<file path="src/rtl/cochlea_bank_scheduler_if.sv">
// Sample capture handshake between the bank scheduler (master) and its consumer (slave).
interface cochlea_bank_scheduler_if;
  logic       sample_valid;
  logic       sample_ready;
  logic [2:0] sample_bank;
  logic [3:0] sample_data;

  modport master (output sample_valid, sample_bank, sample_data, input sample_ready);
  modport slave  (input sample_valid, sample_bank, sample_data, output sample_ready);
endinterface

</file>
<file path="src/rtl/cochlea_bank_scheduler.sv">
// Sequences enabled digital_unison banks: ARM, clock each bank for a number of frames, capture its I/Q sample.
// Optional SCHED_STALL_TIMEOUT_EN drops a sample after 256 stalled CAPTURE cycles and pulses stall_drop.
module cochlea_bank_scheduler #(
  parameter int NUM_BANKS = 6,
  parameter int DIV_W     = 8
) (
  input  logic                   wb_clk_i,
  input  logic                   wb_rst_i,
  input  logic                   start,
  input  logic                   stop,
  input  logic                   continuous,
  input  logic [NUM_BANKS-1:0]   bank_en,
  input  logic [DIV_W-1:0]       div_cfg,
  input  logic [15:0]            frames_cfg,
  input  logic                   ud_en_cfg,
  input  logic [2*NUM_BANKS-1:0] read_out_I,
  input  logic [2*NUM_BANKS-1:0] read_out_Q,
  output logic [NUM_BANKS-1:0]   clk_master,
  output logic                   rstb,
  output logic                   ud_en,
  output logic                   busy,
  output logic                   done,
  output logic                   stall_drop,
  cochlea_bank_scheduler_if.master smp
);

  typedef enum logic [1:0] {S_IDLE, S_ARM, S_CLOCK, S_CAPTURE} state_t;

  state_t               state_reg;
  logic [2:0]           bank_reg;
  logic [NUM_BANKS-1:0] en_sh_reg;
  logic [DIV_W-1:0]     div_sh_reg;
  logic [15:0]          frames_sh_reg;
  logic                 cont_sh_reg;
  logic                 stop_pend_reg;
  logic [1:0]           arm_cnt_reg;
  logic [DIV_W-1:0]     div_cnt_reg;
  logic [15:0]          frame_cnt_reg;
  logic                 phase_hi_reg;
  logic [NUM_BANKS-1:0] clk_master_reg;
  logic                 rstb_reg;
  logic                 ud_en_reg;
  logic                 busy_reg;
  logic                 done_reg;
  logic                 valid_reg;
  logic [2:0]           sbank_reg;
  logic [3:0]           sdata_reg;

  logic [2:0] first_en;
  logic [2:0] wrap_bank;
  logic [2:0] above_idx;
  logic       above_found;
  logic [2:0] next_bank;
  logic       end_sweep;
  logic       stall_expire;
  logic       advance;
  logic       start_ok;

  // Per-bank {I,Q} slices padded to 8 entries so a 3-bit index is always in range
  logic [3:0] bank_sample [8];
  genvar gi;
  generate
    for (gi = 0; gi < 8; gi++) begin : g_slice
      if (gi < NUM_BANKS) begin : g_used
        assign bank_sample[gi] = {read_out_I[2*gi+1:2*gi], read_out_Q[2*gi+1:2*gi]};
      end else begin : g_pad
        assign bank_sample[gi] = 4'd0;
      end
    end
  endgenerate

  function automatic logic [2:0] lowest(input logic [NUM_BANKS-1:0] m);
    lowest = 3'd0;
    for (int i = NUM_BANKS - 1; i >= 0; i--) begin
      if (m[i]) lowest = 3'(i);
    end
  endfunction

  function automatic logic [NUM_BANKS-1:0] onehot(input logic [2:0] b);
    onehot = '0;
    for (int i = 0; i < NUM_BANKS; i++) begin
      if (3'(i) == b) onehot[i] = 1'b1;
    end
  endfunction

  always_comb begin
    first_en    = lowest(bank_en);
    wrap_bank   = lowest(en_sh_reg);
    above_found = 1'b0;
    above_idx   = 3'd0;
    for (int i = NUM_BANKS - 1; i >= 0; i--) begin
      if (en_sh_reg[i] && (3'(i) > bank_reg)) begin
        above_found = 1'b1;
        above_idx   = 3'(i);
      end
    end
    next_bank = above_found ? above_idx : wrap_bank;
    // A stop arriving in the very transfer cycle still ends the run here
    end_sweep = stop_pend_reg | stop | (~above_found & ~cont_sh_reg);
  end

  assign start_ok = (state_reg == S_IDLE) && start && (|bank_en);
  assign advance  = (valid_reg && smp.sample_ready) || stall_expire;

`ifdef SCHED_STALL_TIMEOUT_EN
  logic [7:0] stall_cnt_reg;
  logic       stall_drop_reg;

  assign stall_expire = valid_reg && !smp.sample_ready && (stall_cnt_reg == 8'hFF);
  assign stall_drop   = stall_drop_reg;

  always_ff @(posedge wb_clk_i or posedge wb_rst_i) begin
    if (wb_rst_i) begin
      stall_cnt_reg  <= 8'd0;
      stall_drop_reg <= 1'b0;
    end else begin
      stall_drop_reg <= stall_expire;
      if (state_reg != S_CAPTURE)
        stall_cnt_reg <= 8'd0;
      else if (valid_reg && !advance)
        stall_cnt_reg <= stall_cnt_reg + 8'd1;
    end
  end
`else
  assign stall_expire = 1'b0;
  assign stall_drop   = 1'b0;
`endif

  always_ff @(posedge wb_clk_i or posedge wb_rst_i) begin
    if (wb_rst_i) begin
      state_reg      <= S_IDLE;
      bank_reg       <= 3'd0;
      en_sh_reg      <= '0;
      div_sh_reg     <= '0;
      frames_sh_reg  <= 16'd0;
      cont_sh_reg    <= 1'b0;
      stop_pend_reg  <= 1'b0;
      arm_cnt_reg    <= 2'd0;
      div_cnt_reg    <= '0;
      frame_cnt_reg  <= 16'd0;
      phase_hi_reg   <= 1'b0;
      clk_master_reg <= '0;
      rstb_reg       <= 1'b0;
      ud_en_reg      <= 1'b0;
      busy_reg       <= 1'b0;
      done_reg       <= 1'b0;
      valid_reg      <= 1'b0;
      sbank_reg      <= 3'd0;
      sdata_reg      <= 4'd0;
    end else begin
      done_reg <= 1'b0;
      if (stop && state_reg != S_IDLE) stop_pend_reg <= 1'b1;

      case (state_reg)
        S_IDLE: begin
          if (start_ok) begin
            state_reg     <= S_ARM;
            en_sh_reg     <= bank_en;
            div_sh_reg    <= div_cfg;
            frames_sh_reg <= (frames_cfg == 16'd0) ? 16'd1 : frames_cfg;
            cont_sh_reg   <= continuous;
            ud_en_reg     <= ud_en_cfg;
            stop_pend_reg <= stop;
            bank_reg      <= first_en;
            arm_cnt_reg   <= 2'd0;
            rstb_reg      <= 1'b1;
            busy_reg      <= 1'b1;
          end
        end

        S_ARM: begin
          arm_cnt_reg <= arm_cnt_reg + 2'd1;
          if (arm_cnt_reg == 2'd3) begin
            state_reg      <= S_CLOCK;
            clk_master_reg <= onehot(bank_reg);
            phase_hi_reg   <= 1'b1;
            div_cnt_reg    <= '0;
            frame_cnt_reg  <= 16'd0;
          end
        end

        S_CLOCK: begin
          if (div_cnt_reg == div_sh_reg) begin
            div_cnt_reg <= '0;
            if (phase_hi_reg) begin
              phase_hi_reg   <= 1'b0;
              clk_master_reg <= '0;
            end else if (frame_cnt_reg == frames_sh_reg - 16'd1) begin
              state_reg <= S_CAPTURE;
              valid_reg <= 1'b1;
              sbank_reg <= bank_reg;
              sdata_reg <= bank_sample[bank_reg];
            end else begin
              frame_cnt_reg  <= frame_cnt_reg + 16'd1;
              phase_hi_reg   <= 1'b1;
              clk_master_reg <= onehot(bank_reg);
            end
          end else begin
            div_cnt_reg <= div_cnt_reg + 1'b1;
          end
        end

        S_CAPTURE: begin
          if (advance) begin
            valid_reg     <= 1'b0;
            stop_pend_reg <= 1'b0;
            if (end_sweep) begin
              state_reg      <= S_IDLE;
              rstb_reg       <= 1'b0;
              ud_en_reg      <= 1'b0;
              clk_master_reg <= '0;
              busy_reg       <= 1'b0;
              done_reg       <= 1'b1;
            end else begin
              state_reg      <= S_CLOCK;
              bank_reg       <= next_bank;
              clk_master_reg <= onehot(next_bank);
              phase_hi_reg   <= 1'b1;
              div_cnt_reg    <= '0;
              frame_cnt_reg  <= 16'd0;
            end
          end
        end

        default: state_reg <= S_IDLE;
      endcase
    end
  end

  assign clk_master       = clk_master_reg;
  assign rstb             = rstb_reg;
  assign ud_en            = ud_en_reg;
  assign busy             = busy_reg;
  assign done             = done_reg;
  assign smp.sample_valid = valid_reg;
  assign smp.sample_bank  = sbank_reg;
  assign smp.sample_data  = sdata_reg;

endmodule

</file>
<file path="src/flat_wrapper.sv">
// flat-port wrapper written by rule: the top's interface ports become plain ports
module cochlea_bank_scheduler_flat 
#(
  parameter int NUM_BANKS = 6,
  parameter int DIV_W     = 8
)
  (wb_clk_i, wb_rst_i, start, stop, continuous, bank_en, div_cfg, frames_cfg, ud_en_cfg, read_out_I, read_out_Q, clk_master, rstb, ud_en, busy, done, stall_drop, smp_sample_valid, smp_sample_bank, smp_sample_data, smp_sample_ready);
  cochlea_bank_scheduler_if smp_i ();
  input  logic wb_clk_i;
  input  logic wb_rst_i;
  input  logic start;
  input  logic stop;
  input  logic continuous;
  input  logic [NUM_BANKS-1:0] bank_en;
  input  logic [DIV_W-1:0] div_cfg;
  input  logic [15:0] frames_cfg;
  input  logic ud_en_cfg;
  input  logic [2*NUM_BANKS-1:0] read_out_I;
  input  logic [2*NUM_BANKS-1:0] read_out_Q;
  output logic [NUM_BANKS-1:0] clk_master;
  output logic rstb;
  output logic ud_en;
  output logic busy;
  output logic done;
  output logic stall_drop;
  output wire logic [$bits(smp_i.sample_valid)-1:0] smp_sample_valid;
  output wire logic [$bits(smp_i.sample_bank)-1:0] smp_sample_bank;
  output wire logic [$bits(smp_i.sample_data)-1:0] smp_sample_data;
  input wire logic [$bits(smp_i.sample_ready)-1:0] smp_sample_ready;
  assign smp_sample_valid = smp_i.sample_valid;
  assign smp_sample_bank = smp_i.sample_bank;
  assign smp_sample_data = smp_i.sample_data;
  assign smp_i.sample_ready = smp_sample_ready;
  cochlea_bank_scheduler #(.NUM_BANKS(NUM_BANKS), .DIV_W(DIV_W)) u_core (.wb_clk_i(wb_clk_i), .wb_rst_i(wb_rst_i), .start(start), .stop(stop), .continuous(continuous), .bank_en(bank_en), .div_cfg(div_cfg), .frames_cfg(frames_cfg), .ud_en_cfg(ud_en_cfg), .read_out_I(read_out_I), .read_out_Q(read_out_Q), .clk_master(clk_master), .rstb(rstb), .ud_en(ud_en), .busy(busy), .done(done), .stall_drop(stall_drop), .smp(smp_i));
endmodule
</file>
<file path="config.mk">
export PLATFORM = sky130hd
export DESIGN_NAME = cochlea_bank_scheduler_flat
export DESIGN_NICKNAME = d
export VERILOG_FILES = /design/src/rtl/cochlea_bank_scheduler_if.sv /design/src/rtl/cochlea_bank_scheduler.sv /design/src/flat_wrapper.sv
export SDC_FILE = /design/constraint.sdc
export NUM_CORES = 1
export LEC_CHECK = 0
export ABC_AREA = 1
export CORE_MARGIN = 4
export CORE_UTILIZATION = 40
export DETAILED_ROUTE_END_ITERATION = 7
export PLACE_DENSITY = 0.68
export SLEW_MARGIN = 20
export SYNTH_ARGS = -nofsm -noshare
export SYNTH_HDL_FRONTEND = slang
export SYNTH_SLANG_ARGS = --single-unit
export TNS_END_PERCENT = 30
</file>
<file path="constraint.sdc">
create_clock -name wb_clk_i -period 7.2 [get_ports wb_clk_i]
set_input_delay 1.44 -clock wb_clk_i [delete_from_list [all_inputs] [get_ports wb_clk_i]]
set_output_delay 1.44 -clock wb_clk_i [all_outputs]
set_load 0.1 [all_outputs]
</file>
==> metrics.md, run 1 <==
| Metric | Value |
|---|---|
| Status | completed |
| Post-Layout Cell Count | 1,036 |
| Initial core utilization | 0.415 |
| Worst setup EP type | flip-flop |
| Fill count | 1,370 |
| # setup viols final | 0 |
| Clock Sink Count | 81 |
| Crit start category | primary input |
| Cell family with most CP delay | simple AND/OR/NAND/NOR gates |
| Switch Pwr | 1.33 mW |
| Synthesized cell area | 5580 um^2 |
| Vias in the first global route | 4,934 |
| Sequential share of power | 0.275 |
| Routed wire length | between 10,000 and 15,000 um |
| Slew HR | 0.339 |
| Overflow after GRT | 0 |
| Setup_tns | 0 ns |
| Tightest Pin Transition | 0.988 ns |
| Final period util | 0.491 |
| HPWL after DPL | ~11,000 um |
| CP Cell Sequence | clkdlybuf4s50_1 > nor2_1 > nand3_1 > nand2_1 > inv_1 > nor2_1 > inv_1 > o211ai_1 > inv_1 > nand2_1 > inv_1 > o211ai_1 > o21ai_0 |
| CP Data Arrival Time | 3.75 ns |
| Clk pwr share | 0.194 |
| Number of H-tree levels | 3 |
| PnR worst setup slack | 3.67 ns |
| GRT Resource Usage Total | 0.190 |
| Peak VDD IR | 0.276 mV |
| Largest net degree at the start of global routing | 82 |
| Clock Root Buffer | clkbuf_16 |
| Post-CTS Hold Buffers | 0 |
| Logic pwr share | 0.531 |
| Layout area overhead | 21.7% |
| Final Hold Vio Count | 0 |
| Final Wtd Congestion | about 0.89 |
| Clk Latency, worst-skew pair | 0.34 ns |
| Setup WS pre-CTS | 3.37 ns |
| Min cycle time layout | 3.53 ns |
| Ant. Diodes | 0 |
| CTS buffer count | 9 |
| Max-slew violations | 0 |
| Post-placement cell count | 1,021 |
| Clock tree buffer depth | 2 |
| Final Net Count | 925 |
| Leading cell type in the layout, fill and taps excluded | nand2_1 |
| Most common cell on crit path | inv_1 |
| Die Y | 126 um |
| Vias/cell | between 4 and 5 |
| #FFs+latches synth | 81 |
| Avg Cell Area, Syn | just over 7 um^2 |
| TritonRoute pass-1 iters | 5 |
| Worst path max stage delay | between 0.5 and 0.6 ns |
| Max cap viols | 0 |
| Share of post-route cells with drive strength above 1 | 0.116 |
| Syn Inst Count | 784 |
| Vias | roughly 5,200 |
| Core Area | about 13,000 um^2 |
| Clock transition at the registers of the reported paths | 0.06 ns |
| CTS tree | done |
| F_max | 283 MHz |
| Commonest non-fill, non-tap cells in the layout | nand2_1, dfrtp_1, clkdlybuf4s50_1 |
| Internal power | 1.37 mW |
| Class of the worst hold path | reg -> reg |
| CP Max Fanout | 23 |
| Ys Warns | 0 |
| Net Sw Frac | 0.493 |
| PwrDens | between 300 and 400 nW/um^2 |
| Row cnt | between 40 and 50 |
| Initial antenna violation count | 0 |
| First-pass GRT wire length | 24,800 um |
| Post_cts resized | 0 |
| Pleak | 3.17 nW |
| Req. time, crit path | roughly 7.4 ns |
| Skew final | 0.00824 ns |
| Distinct cells, synth | 50 |
| WP buf/inv | 5 |
| Die ar. | 15,900 um^2 |
| Die W | between 100 and 150 um |
| WL/cell | 14.1 um |
| Starting DRT DRC Count | 325 |
| Syn_nets | 853 |
| Slowest CP cell | nand2_1 |
| # DRC | 0 |
| Postcts setup bufs | 0 |
| IO buf count | 78 |
| Post-route ant nets | 0 |
| Critical path class | in -> reg |
| Ports | 80 |
| Register area share after synthesis | 0.363 |
| RSZ-0062 raised after global routing | false |
[metal layers]
metal,share of wire,track usage,up-vias
met1,0.48,0.274,2372
met2,0.47,0.302,114
met3,0.037,0.0271,15
met5,0,0,-
li1,-,-,2661
met4,0.016,0.0492,0
[per-stage QoR]
step                total power, mW  instance area (um^2)  utilization  hold slack [ns]
floorplan                      1.89                  5580            -            0.440
global placement               2.16                  6450        0.480            0.453
detailed placement             2.17                  6450        0.480            0.459
CTS                            2.71                  6790        0.505            0.475
global route                   2.94                  6790        0.505            0.486
finish                         2.70                  6790        0.505            0.470
[Yosys cell counts, drive strengths merged]
cell type  instances  share of area
a41oi              1         0.0016
a21oi             13          0.012
nor2              77          0.065
o22ai              1         0.0011
o21bai             3         0.0047
dfrtp             81           0.36
nor4               7         0.0090
o211ai             3         0.0040
or2                6         0.0067
o31ai              1         0.0013
buf               11          0.020
nand2            289           0.21
nor3b              1         0.0013
o21ai             53          0.060
a22oi              8          0.011
o41ai              1         0.0016
a31oi              2         0.0022
xnor2             12          0.019
clkinv             3         0.0022
nand3b             9          0.012
ha                 8          0.018
mux2i              1         0.0018
clkbuf             8         0.0056
conb               1        0.00067
xor2              14          0.022
inv               81          0.054
nand3             59          0.061
and3               2         0.0031
nand4             16          0.018
nor3              12          0.012
[power by group through the flow]
| stage | sequential [mW] | combinational, mW | clock [mW] |
|---|---|---|---|
| after floorplan | 0.842 | 1.05 | 0 |
| after global routing | 0.767 | 1.62 | 0.550 |
| after detailed placement | 0.749 | 1.42 | 0 |
| after CTS | 0.743 | 1.43 | 0.530 |
| after global placement | 0.749 | 1.41 | 0 |
| final | 0.743 | 1.43 | 0.524 |
[logic make-up after synthesis]
logic type | share of synthesized area
muxes | 0.00179
other | 0.000672
DFF | 0.363
buffers and inverters | 0.0825
xor gates and xnor gates | 0.0408
AOI/OAI and AO/OA | 0.0987
adders and majority gates | 0.0179
and+or+nand+nor | 0.394
[final cells by class]
type	instances	area, um^2	share of cell area
inverters	84	318	0.0468
multi-input cells	600	3090	0.455
repair buffers	80	800	0.118
clock buffers	10	229	0.0337
flip-flops and latches	81	2030	0.298
well taps	176	220	0.0324
clock inverters	5	105	0.0155
[worst register-to-register path, cell delays in order, from the launching register on]
cell and delay (ns):
dfrtp_1 0.44, inv_1 0.11, ha_1 0.59, inv_1 0.37, o21ai_0 0.39, nor2_4 0.10
and3_4 0.20, nand2_4 0.38, nand2_1 0.13, o21ai_2 0.08
[worst paths after layout]
path | start | to | slack [ns] | cells after the start
hold reg to reg | u_core.smp.sample_bank[0]$_DFFE_PP0P_ | u_core.smp.sample_bank[0]$_DFFE_PP0P_ | 0.47 | 2
max in group asynchronous | wb_rst_i | u_core.div_cnt_reg[6]$_DFFE_PP0P_ | 5.04 | 3
hold / removal | u_core.smp.sample_bank[0]$_DFFE_PP0P_ | u_core.smp.sample_bank[0]$_DFFE_PP0P_ | 0.47 | 2
setup / recovery | bank_en[1] | u_core.bank_reg[0]$_DFFE_PP0P_ | 3.67 | 13
min in group asynchronous | wb_rst_i | u_core.smp.sample_data[1]$_DFFE_PP0P_ | 1.62 | 3
setup reg to reg | u_core.state_reg[0]$_DFFE_PP0P_ | u_core.frame_cnt_reg[15]$_DFFE_PP0P_ | 4.34 | 9
(Power assumes the default switching activity.)
==> run 2, diff against run 1 <==
- clock period: 7.2 -> 3.4 ns (I/O delays scaled with it)
==> metrics.md, run 2 (synthesis results as in run 1) <==
| Metric | Value |
|---|---|
| Vias | between 5,000 and 6,000 |
| Worst setup EP type | output pin |
| Row cnt | 42 |
| Post_cts resized | 0 |
| Min cycle time layout | 2.50 ns |
| Pleak | 3.21 nW |
| Leading cell type in the layout, fill and taps excluded | nand2_1 |
| Initial core utilization | 0.415 |
| Final period util | 0.735 |
| Final Wtd Congestion | 0.905 |
| Status | completed |
| Class of the worst hold path | reg -> reg |
| Die ar. | 15,900 um^2 |
| Critical R2R Capture | u_core.frame_cnt_reg[15]$_DFFE_PP0P_ |
| Die W | approximately 130 um |
| Post-route ant nets | 0 |
| TritonRoute pass-1 iters | 4 |
| Dpl cell area | 6450 um^2 |
| Setup_tns | 0 ns |
| R2R Setup Slk | roughly 0.95 ns |
| F_max | 400 MHz |
| RSZ-0062 raised after global routing | false |
| Core Area | 13,500 um^2 |
| Critical path class | reg -> out |
| Clock tree buffer depth | 2 |
| CP Cell Sequence | clkdlybuf4s50_1 |
| GRT Resource Usage Total | 0.186 |
| CTS buffer count | 9 |
| CP Max Fanout | 2 |
| Initial antenna violation count | 0 |
| CTS tree | done |
| Max-slew violations | 0 |
| Levels on crit path | 1 |
| Peak VDD IR | 0.589 mV |
| Vias/cell | about 5 |
| Die Y | 126 um |
| Worst path max stage delay | 1.14 ns |
| Layout area overhead | 21.4% |
| Slew HR | 0.351 |
| Clock Sink Count | 81 |
| Clock Root Buffer | clkbuf_16 |
| Clock transition at the registers of the reported paths | 0.06 ns |
| Final Net Count | 927 |
| Skew final | 0.00568 ns |
| Starting DRT DRC Count | 280 |
| Req. time, crit path | 2.72 ns |
| First-pass GRT wire length | 24,300 um |
| Largest net degree at the start of global routing | 53 |
| Worst Setup EP | clk_master[0] |
| Share of post-route cells with drive strength above 1 | 0.135 |
| Cell family with most CP delay | buffers and inverters |
| Slowest CP cell | clkdlybuf4s50_1 |
| Ant. Diodes | 0 |
| Postcts setup bufs | 0 |
| Cells on worst reg2reg path | 16 |
| Commonest non-fill, non-tap cells in the layout | nand2_1, dfrtp_1, inv_1 |
| # setup viols final | 0 |
| PwrDens | 839 nW/um^2 |
| Crit path from | u_core.clk_master[0]$_DFFE_PP0P_ |
| Max cap viols | 0 |
| Tightest Pin Transition | 0.971 ns |
| # DRC | 0 |
| HPWL after DPL | between 10,000 and 15,000 um |
| Final core utilization | 0.504 |
| Finished Cell Area | 6780 um^2 |
| Vias in the first global route | 4,869 |
| Number of H-tree levels | 3 |
| Launch point of the worst reg-to-reg path | u_core.frames_sh_reg[0]$_DFFE_PP0P_ |
| WL/cell | 14.2 um |
| Post-CTS Hold Buffers | 0 |
| CP Data Arrival Time | approximately 1.8 ns |
| Clk Latency, worst-skew pair | between 0.3 and 0.4 ns |
| Final Hold Vio Count | 0 |
| IO buf count | 78 |
| Crit start category | flip-flop |
| Ports | 80 |
| WP buf/inv | 1 |
| Routed wire length | approximately 15,000 um |
| Overflow after GRT | 0 |
run 2: cell count changes in the layout (fill, tap and decap cells not counted):
cell and change:
buf_4 +16, clkdlybuf4s50_1 -14, clkinvlp_4 -2, bufinv_16 -1, buf_6 -1, clkbuf_8 +3
buf_12 +1
run 2: worst min-delay path by stage:
stage               cells after the start  slack, ns                                  start                                     to
global placement                        2       0.46  u_core.smp.sample_data[2]$_DFFE_PP0P_  u_core.smp.sample_data[2]$_DFFE_PP0P_
floorplan                               2       0.44         u_core.cont_sh_reg$_DFFE_PP0P_         u_core.cont_sh_reg$_DFFE_PP0P_
finish                                  2       0.47  u_core.smp.sample_bank[2]$_DFFE_PP0P_  u_core.smp.sample_bank[2]$_DFFE_PP0P_
CTS                                     2       0.48  u_core.smp.sample_bank[0]$_DFFE_PP0P_  u_core.smp.sample_bank[0]$_DFFE_PP0P_
global route                            2       0.50         u_core.cont_sh_reg$_DFFE_PP0P_         u_core.cont_sh_reg$_DFFE_PP0P_
detailed placement                      2       0.46  u_core.smp.sample_bank[0]$_DFFE_PP0P_  u_core.smp.sample_bank[0]$_DFFE_PP0P_
run 2: per-stage QoR:
stage | std cells | setup slack [ns] | power (mW) | hold WS (ns)
CTS | 1038 | 0.882 | 5.70 | 0.477
global route | 1038 | 0.727 | 6.14 | 0.504
detailed placement | 1023 | 0.856 | 4.60 | 0.461
global placement | 1023 | 0.875 | 4.58 | 0.459
finish | 1038 | 0.902 | 5.69 | 0.470
floorplan | 784 | 0.640 | 4.00 | 0.440
run 2: final cells by class:
type,count,area [um^2]
Clock inverter,2,60.1
Sequential cell,81,2030
Timing Repair Buffer,82,788
Inverter,84,318
Clock buffer,13,270
Fill cell,1360,6680
Tap cell,176,220
Multi-Input combinational cell,600,3090
run 2: report_power, final:
part / internal (mW) / leakage, nW / switching, mW
registers: 1.26 / 1.04 / 0.322
logic: 0.922 / 2.01 / 2.10
clock network: 0.700 / 0.162 / 0.384
total: 2.88 / 3.21 / 2.80
run 2: metal layers:
| layer | routed length [um] | track usage | share of wire |
|---|---|---|---|
| met4 | 271 | 0.0524 | 0.018 |
| met3 | 448 | 0.0267 | 0.030 |
| met5 | 0 | 0 | 0 |
| met2 | 6960 | 0.298 | 0.47 |
| met1 | 7050 | 0.262 | 0.48 |
run 2: worst reg2reg max path, cell delays in order, from the launching register on:
cell	delay [ns]
dfrtp_1	0.39
inv_2	0.07
ha_1	0.30
inv_1	0.04
nand2_1	0.05
nand2_1	0.04
nor2_1	0.19
nand2_1	0.08
nor2_1	0.08
nand2_1	0.06
nor2_1	0.10
nand3_1	0.15
clkinv_1	0.11
nand3_2	0.09
nand2_4	0.39
nand2_1	0.13
o21ai_2	0.07
==> run 3, diff against run 2 <==
- clock period: 3.4 -> 2.3 ns (I/O delays scaled with it)
==> metrics.md, run 3 (synthesis results as in run 1) <==
| Metric | Value |
|---|---|
| Status | completed |
| Peak VDD IR | 0.865 mV |
| Req. time, crit path | 2.54 ns |
| Skew final | 0.0108 ns |
| Dpl cell area | 6620 um^2 |
| Share of post-route cells with drive strength above 1 | 0.185 |
| Initial antenna violation count | 0 |
| HPWL after DPL | 11,300 um |
| Row cnt | 42 |
| Layout area overhead | 26.5% |
| Max cap viols | 0 |
| Core Area | 13,500 um^2 |
| Clock Sink Count | 81 |
| Fill count | roughly 1,300 |
| Critical R2R Capture | u_core.frame_cnt_reg[11]$_DFFE_PP0P_ |
| Die ar. | roughly 16,000 um^2 |
| PwrDens | approximately 1300 nW/um^2 |
| # setup viols final | 0 |
| Starting DRT DRC Count | 342 |
| Routed wire length | 14,700 um |
| CTS buffer count | 9 |
| Setup_tns | 0 ns |
| Final Net Count | 954 |
| Pleak | about 3.4 nW |
| Crit path from | u_core.frames_sh_reg[7]$_DFFE_PP0P_ |
| WL/cell | between 10 and 15 um |
| Final period util | 0.932 |
| Largest net degree at the start of global routing | 82 |
| Initial core utilization | 0.415 |
| Vias | 5,295 |
| Slew HR | 0.571 |
| Die W | 126 um |
| Worst setup EP type | flip-flop |
| Clock tree buffer depth | 2 |
| Max-slew violations | 0 |
| Number of H-tree levels | 3 |
| IO buf count | 78 |
| Hold Startpoint | u_core.smp.sample_data[3]$_DFFE_PP0P_ |
| Vias/cell | a little under 5 |
| Launch point of the worst reg-to-reg path | u_core.frames_sh_reg[7]$_DFFE_PP0P_ |
| Final Hold Vio Count | 0 |
| Critical path class | reg -> reg |
| Die Y | 126 um |
| Clk Latency, worst-skew pair | 0.35 ns |
| Min cycle time layout | 2.14 ns |
| Finished Cell Area | ~7100 um^2 |
| Crit start category | flip-flop |
| WHS Endpoint | u_core.smp.sample_data[3]$_DFFE_PP0P_ |
| GRT Resource Usage Total | 0.188 |
| Clock transition at the registers of the reported paths | 0.07 ns |
| F_max | 467 MHz |
| Commonest non-fill, non-tap cells in the layout | nand2_1, dfrtp_1, inv_1 |
| CP Max Fanout | 8 |
| Tightest Pin Transition | 0.639 ns |
| Final Wtd Congestion | ~0.88 |
| TritonRoute pass-1 iters | 5 |
| Class of the worst hold path | reg -> reg |
| R2R Setup Slk | around 0.16 ns |
| Ports | 80 |
| First-pass GRT wire length | 24,300 um |
| # DRC | 0 |
| CP Data Arrival Time | about 2.4 ns |
| CTS tree | done |
| Leading cell type in the layout, fill and taps excluded | nand2_1 |
| Worst hold margin | 0.471 ns |
| Post-route ant nets | 0 |
| Clock Root Buffer | clkbuf_16 |
| Cells on worst reg2reg path | 14 |
| Vias in the first global route | 4,973 |
| Overflow after GRT | 0 |
| Hold path depth | 2 |
| Post-CTS Hold Buffers | 0 |
| Ant. Diodes | 0 |
==> run 3: worst max-delay path by stage <==
stage,to,slack [ns],depth (start not counted)
global route,u_core.frame_cnt_reg[11]$_DFFE_PP0P_,-0.02,16
finish,u_core.frame_cnt_reg[11]$_DFFE_PP0P_,0.16,14
global placement,u_core.div_cnt_reg[3]$_DFFE_PP0P_,0.13,11
detailed placement,u_core.frame_cnt_reg[2]$_DFFE_PP0P_,0.10,17
CTS,u_core.frame_cnt_reg[2]$_DFFE_PP0P_,0.09,17
floorplan,u_core.frame_cnt_reg[1]$_DFFE_PP0P_,0.09,9
==> run 3: timing repair <==
item                       CTS  global route
gates resized for setup      0            21
buffers inserted             0             4
setup endpoints to repair    0            39
==> run 3: worst max-delay path, stage by stage (launching register included) <==
cell	delay (ns)
dfrtp_1	0.45
nor2_1	0.17
buf_4	0.14
nand2_1	0.05
nor2_1	0.12
nand3b_1	0.09
nand2_1	0.09
nand2_1	0.06
nor2_1	0.11
nand3_2	0.12
clkinv_1	0.10
nand3_2	0.09
nand2_4	0.18
clkbuf_16	0.19
o21ai_2	0.05
==> run 3: power breakdown <==
group          internal [mW]  switching (mW)
combinational           1.85            3.27
sequential              1.87           0.479
clock                  0.867           0.599
total                   4.59            4.34
==> run 3: stage by stage <==
| stage | power, mW | util | cells | setup WS [ns] |
|---|---|---|---|---|
| global placement | 7.08 | 0.492 | 1044 | 0.128 |
| finish | 8.93 | 0.525 | 1066 | 0.157 |
| floorplan | 5.91 | - | 784 | 0.0935 |
| detailed placement | 7.12 | 0.492 | 1044 | 0.104 |
| CTS | 8.61 | 0.514 | 1060 | 0.0864 |
| global route | 9.69 | 0.525 | 1066 | -0.0209 |
==> run 3: layer usage <==
layer	vias up	global-route usage	wire length, um
met2	116	0.297	6830
li1	2722	-	-
met4	0	0.0707	360
met3	20	0.0254	532
met1	2437	0.263	7020
met5	-	0	0
==> run 3: area by class of cell <==
| class | count | area [um^2] | share of cell area |
|---|---|---|---|
| well taps | 176 | 220 | 0.0312 |
| inverters | 84 | 320 | 0.0454 |
| multi-input cells | 600 | 3150 | 0.447 |
| clock inverters | 5 | 55.1 | 0.00780 |
| clock buffers | 11 | 243 | 0.0344 |
| repair buffers | 109 | 1040 | 0.147 |
| flip-flops and latches | 81 | 2030 | 0.287 |
==> RTL edit 1 (flow settings as in run 3) <==
`NUM_BANKS` is set to 6 in 2 places; all go to 3.
--- a/src/rtl/cochlea_bank_scheduler.sv
+++ b/src/rtl/cochlea_bank_scheduler.sv
@@ -1,7 +1,7 @@
 // Sequences enabled digital_unison banks: ARM, clock each bank for a number of frames, capture its I/Q sample.
 // Optional SCHED_STALL_TIMEOUT_EN drops a sample after 256 stalled CAPTURE cycles and pulses stall_drop.
 module cochlea_bank_scheduler #(
-  parameter int NUM_BANKS = 6,
+  parameter int NUM_BANKS = 3,
   parameter int DIV_W     = 8
 ) (
   input  logic                   wb_clk_i,
--- a/src/flat_wrapper.sv
+++ b/src/flat_wrapper.sv
@@ -1,7 +1,7 @@
 // flat-port wrapper written by rule: the top's interface ports become plain ports
 module cochlea_bank_scheduler_flat 
 #(
-  parameter int NUM_BANKS = 6,
+  parameter int NUM_BANKS = 3,
   parameter int DIV_W     = 8
 )
   (wb_clk_i, wb_rst_i, start, stop, continuous, bank_en, div_cfg, frames_cfg, ud_en_cfg, read_out_I, read_out_Q, clk_master, rstb, ud_en, busy, done, stall_drop, smp_sample_valid, smp_sample_bank, smp_sample_data, smp_sample_ready);
Ports: changed (resized bank_en, clk_master, read_out_I and read_out_Q); port bits go from 80 to 62. The function was not compared with the original's and may differ.
==> RTL edit 1 against run 3 <==
Cell count shrank 16%. Setup slack got worse by 0.060 ns. Core utilization fell by 0.48 points. Routed wire length shrank 14%. Fmax down 2.7%. Critical path depth up 2. Sequential cell count fell by 8. Sequential power fell by 15%. Synthesized area down 13%. Cell area down 14%. Clock skew fell by 0.0025 ns. Combinational power decreased by 26%. Total power shrank 19%. Critical path type unchanged.
==> RTL edit 1: results (changes against run 3) <==
| Result | This run | vs run 3 |
|:---|:---|:---|
| Slowest stage cell on the critical path | dfrtp_1 |  |
| Static leakage | 3.02 nW | -10% |
| GP Congestion | 0.864 | -1.3% |
| Critical register-to-register path startpoint | u_core.frames_sh_reg[0] |  |
| Min-delay worst type | reg -> reg |  |
| Mean routed wirelength per cell | 14.3 um | +3.2% |
| Final net count | 799 | -16% |
| Number of cells on the worst reg-to-reg path | 16 | +2 |
| Number of antenna violations at the first check in global routing | 0 | unchanged |
| Arrival time of the worst setup path | 2.43 ns | +0.05 ns |
| Crit-path max cell delay | 0.37 ns | -0.08 ns |
| Post-DP HPWL | 9450 um | -16% |
| Detailed Route Iter0 Violations | 231 | -32% |
| Terminating pin of the worst hold path | u_core.clk_master[2] |  |
| Startpoint of the worst hold path | u_core.clk_master[2] |  |
| Clock latency of the later-clocked register in the worst-skew pair | 0.35 ns | about the same |
| Status | completed |  |
| Most used standard cells in the synthesized netlist | nand2_1, dfrtp_1, inv_1, nor2_1, nand3_1 |  |
| Count of port buffers added during placement | 59 | -24% |
| CTS root buf | clkbuf_16 |  |
| Overall routing resource usage | 18.7% | -0.049 points |
| Wire length of the first global-routing pass | 21700 um | -11% |
| Worst vdd ir | 0.987 mV | +14% |
| Final setup skew | 0.00830 ns | -0.00247 ns |
| Distinct cell type count after synthesis | 41 | -18% |
| 1st-pass router iterations | 4 | -1 |
| Leading post-synthesis cells by cell area | dfrtp_1, nand2_1, inv_1 |  |
| Final worst slack | 0.0966 ns | -0.0605 ns |
| Final max-slew violation count | 0 | unchanged |
| Share of cells above drive strength 1 | 14.9% | -3.6 points |
| Largest fanout on the critical path | 5 | -3 |
| Diode count | 0 | unchanged |
| Pin count of the biggest net entering global routing | 74 | -9.8% |
| Number of buffers inserted during clock tree synthesis | 9 | unchanged |
| Top Family by Delay on Critical Path | simple AND/OR/NAND/NOR gates |  |
| End of the worst register-to-register path | u_core.frame_cnt_reg[10] |  |
| DP Worst Slack | 0.00529 ns | -0.0984 ns |
| Vias in the first global route | 4670 | -6.1% |
| Sequential area share after synthesis | 37.6% | +1.3 points |
| Via count | 4617 | -13% |
| Fraction of power spent switching nets | 47.6% | -1.0 points |
| Max H-tree Level | 3 | unchanged |
| Worst hold-check slack | 0.474 ns | +0.00294 ns |
| Clock Pin Slew Worst Setup and Hold Paths | 0.06 ns |  |
| Synth warn | 0 | unchanged |
| Async SR Flop Fraction | 100% | unchanged |
| Number of buffers on the longest clock path | 2 | unchanged |
| Cells on Worst Hold Path | 2 | unchanged |
| Number of flops mapped to enable cells by yosys | 0 | unchanged |
| Count of max-cap constraint violations | 0 | unchanged |
RTL edit 1: changes by cell type after synthesis, moves of 5 or more:
| cell | before | now |
|---|---|---|
| a22oi_1 | 8 | 1 |
| nor2_1 | 61 | 51 |
| nor2_2 | 11 | 3 |
| nand2_2 | 20 | 6 |
| nand4_1 | 16 | 33 |
| xor2_1 | 14 | 19 |
| nand2_1 | 267 | 222 |
| nand3b_1 | 9 | 4 |
| dfrtp_1 | 81 | 73 |
| o21ai_2 | 18 | 0 |
| a21oi_1 | 13 | 8 |
RTL edit 1: layout make-up:
| class | count | area, um^2 |
|---|---|---|
| Clock inverter | 4 | 51.3 |
| Multi-Input combinational cell | 503 | 2690 |
| Tap cell | 143 | 179 |
| Inverter | 76 | 297 |
| Sequential cell | 73 | 1830 |
| Clock buffer | 12 | 256 |
| Fill cell | 1117 | 5600 |
| Timing Repair Buffer | 82 | 769 |
RTL edit 1: through the flow:
stage               instances  instance area [um^2]  TNS (ns)
floorplan                 671                  4860    -0.610
global placement          871                  5630         0
detailed placement        871                  5630         0
CTS                       887                  5930         0
global route              893                  6060    -0.553
finish                    893                  6060         0
RTL edit 1: logic make-up (layout without fill, tap and decap cells):
logic type                 count (synthesis)  in the layout  share of synthesized area, %
AOI/OAI and AO/OA                         45             45                          5.00
xor gates and xnor gates                  29             29                          5.23
adders and majority gates                  8              8                          2.06
buffers and inverters                     96            174                          8.48
DFF                                       73             73                          37.6
other                                      1              2                        0.0772
and+or+nand+nor                          418            419                          41.6
RTL edit 1: what timing repair did:
action / 4_1_cts / 5_1_grt
hold buffers: 0 / 0
setup buffers: 0 / 4
endpoints found under the setup margin: 0 / 29
resized for setup: 0 / 19
RTL edit 1: worst max-delay path by stage:
| stage | from | endpoint | depth (start not counted) |
|---|---|---|---|
| after floorplan | u_core.smp.sample_valid | u_core.frame_cnt_reg[9] | 12 |
| after global placement | u_core.frames_sh_reg[0] | u_core.smp.sample_data[2] | 15 |
| after detailed placement | smp_sample_ready | u_core.frame_cnt_reg[2] | 12 |
| after CTS | u_core.frames_sh_reg[1] | u_core.smp.sample_data[0] | 15 |
| after global routing | u_core.frames_sh_reg[0] | u_core.frame_cnt_reg[3] | 16 |
| final | u_core.frames_sh_reg[0] | u_core.frame_cnt_reg[10] | 16 |
RTL edit 1: routing by layer:
metal  up-vias  track usage (%)  wire [um]
met3        19             3.10        527
met4         0             7.77        220
li1       2314                -          -
met1      2176             23.1       5580
met2       108             32.6       6420
met5         -                0          0
RTL edit 1: power groups by stage:
stage	logic [mW]	registers, mW	clock network, mW
2_1_floorplan	2.52	2.21	0
3_3_place_gp	3.47	2.01	0
3_5_place_dp	3.58	2.02	0
4_1_cts	3.61	2.00	1.48
5_1_grt	4.26	2.05	1.53
6_report	3.81	1.99	1.46
==> RTL edit 2 (flow settings as in run 3) <==
Without the edit above. Encoding of `state_t`: now Gray code (2 bits for 4 states).
--- a/src/rtl/cochlea_bank_scheduler.sv
+++ b/src/rtl/cochlea_bank_scheduler.sv
@@ -24,7 +24,7 @@
   cochlea_bank_scheduler_if.master smp
 );
 
-  typedef enum logic [1:0] {S_IDLE, S_ARM, S_CLOCK, S_CAPTURE} state_t;
+  typedef enum logic [1:0] {S_IDLE = 2'b00, S_ARM = 2'b01, S_CLOCK = 2'b11, S_CAPTURE = 2'b10} state_t;
 
   state_t               state_reg;
   logic [2:0]           bank_reg;
Check against the original RTL: no difference found for any inputs over 10 cycles, from zero or initial values and one cycle with wb_rst_i high; not proved beyond that.
==> RTL edit 2 against run 3 <==
Fmax decreased by 0.12%. Setup slack lost 0.0027 ns. Total power decreased by 7.9%. Synthesized area is 3.1% lower. Sequential share of layout area is 1.3 points higher. Via count shrank 0.74%. Cell area shrank 4.3%. Synthesized cell count up 0.77%. Routed wire length fell by 2.6%. Sequential cell count unchanged. Global-route usage rose by 0.16 points. Combinational power shrank 13%.
==> RTL edit 2: results (changes against run 3) <==
| Result | This run | vs run 3 |
|:---|:---|:---|
| Share of cells above drive strength 1 | 10.4% | -8.1 points |
| Worst vdd ir | 1.12 mV | +29% |
| Mean routed wirelength per cell | 13.5 um | -2.1% |
| Final setup skew | 0.00855 ns | -0.00221 ns |
| Count of max-cap constraint violations | 0 | unchanged |
| End of the worst register-to-register path | u_core.smp.sample_data[0] |  |
| Via count | 5256 | -0.74% |
| Worst relative slew slack | 56.7% | -0.38 points |
| Overall routing resource usage | 19.0% | +0.16 points |
| Critical Path Start | u_core.frames_sh_reg[2] |  |
| Detailed Route Iter0 Violations | 426 | +25% |
| Number of nets in the synthesized netlist | 855 | +0.23% |
| Met3 usage | 3.09% | +0.55 points |
| Status | completed |  |
| Most used standard cells in the synthesized netlist | nand2_1, dfrtp_1, inv_1, nor2_1, nand3_1 |  |
| GP Congestion | 0.918 | +4.7% |
| Distinct cell type count after synthesis | 44 | -12% |
| Gate Count Post-Synth | 790 | +0.77% |
| Total placed cells including tap cells | 1041 | -0.29% |
| Startpoint of the worst hold path | u_core.clk_master[1] |  |
| Net Switching | 4.08 mW | -6.0% |
| Met1 global-route usage | 26.3% | about the same |
| Vias in the first global route | 4952 | -0.42% |
| Terminating pin of the worst hold path | u_core.clk_master[1] |  |
| Worst reg-to-reg setup slack | 0.15 ns |  |
| Static leakage | 3.39 nW | +1.1% |
| Total of fill cells in the finished design | 1374 | +4.2% |
| Largest fanout on the critical path | 9 | +1 |
| Post-DP HPWL | 10900 um | -3.3% |
| Wire length of the first global-routing pass | 24300 um | -0.14% |
| CP Capture Point | u_core.smp.sample_data[0] |  |
| Post-route clock period utilization | 93.3% | +0.12 points |
| Leading post-synthesis cells by cell area | dfrtp_1, nand2_1, nand3_1 |  |
| Final net count | 945 | -0.94% |
| Via density per instance | 4.95 | -0.27% |
| Met2 routing resource usage after global routing | 29.6% | -0.091 points |
## RTL edit 2: metrics by stage
stage	hold WS, ns	area, um^2
after floorplan	0.441	5410
after global placement	0.457	6390
after detailed placement	0.464	6390
after CTS	0.478	6670
after global routing	0.487	6760
final	0.472	6760
## RTL edit 2: power groups by stage
stage,Combinational [mW],Clock [mW],Sequential (mW)
floorplan,3.05,0,2.59
global placement,4.31,0,2.40
detailed placement,4.35,0,2.40
CTS,4.37,1.38,2.38
global route,5.07,1.44,2.47
finish,4.48,1.35,2.39
## RTL edit 2: worst max-delay path, stage by stage, from the launching register on
cell and delay [ns]:
dfrtp_1 0.42, nor2_2 0.13, nand2_2 0.14, nor2_2 0.19, nand2_1 0.07, nand2_1 0.13
nand2_1 0.08, nor3_2 0.23, nand3_2 0.20, inv_4 0.17, nand3_4 0.12, nand2_1 0.09
nand2_1 0.05
## RTL edit 2: cells by family after synthesis
| logic type | synth area share, % |
|---|---|
| xor+xnor | 6.00 |
| fa+ha+maj | 0.926 |
| buf+inv | 7.62 |
| flops | 37.5 |
| compound gates | 6.09 |
| simple gates | 41.8 |
| other cells | 0.0694 |
## RTL edit 2: layer usage
metal	share of wire, %	vias to the layer above	wire [um]
met3	5.1	19	734
met4	1.9	0	280
met5	0	-	0
met2	45	142	6480
li1	-	2712	-
met1	48	2383	6870
## RTL edit 2: layout make-up
type / count / area share, %
Clock buffer: 11 / 3.59
Multi-Input combinational cell: 610 / 45.0
Tap cell: 176 / 3.26
Inverter: 82 / 4.65
Timing Repair Buffer: 96 / 13.1
Sequential cell: 81 / 30.0
Clock inverter: 5 / 0.463
## RTL edit 2: timing repair
action	in CTS	in global routing
hold buffers	0	0
setup buffers	0	2
cloned	0	2
pin swaps	0	4
resized for setup	1	10
setup endpoints to repair	7	32
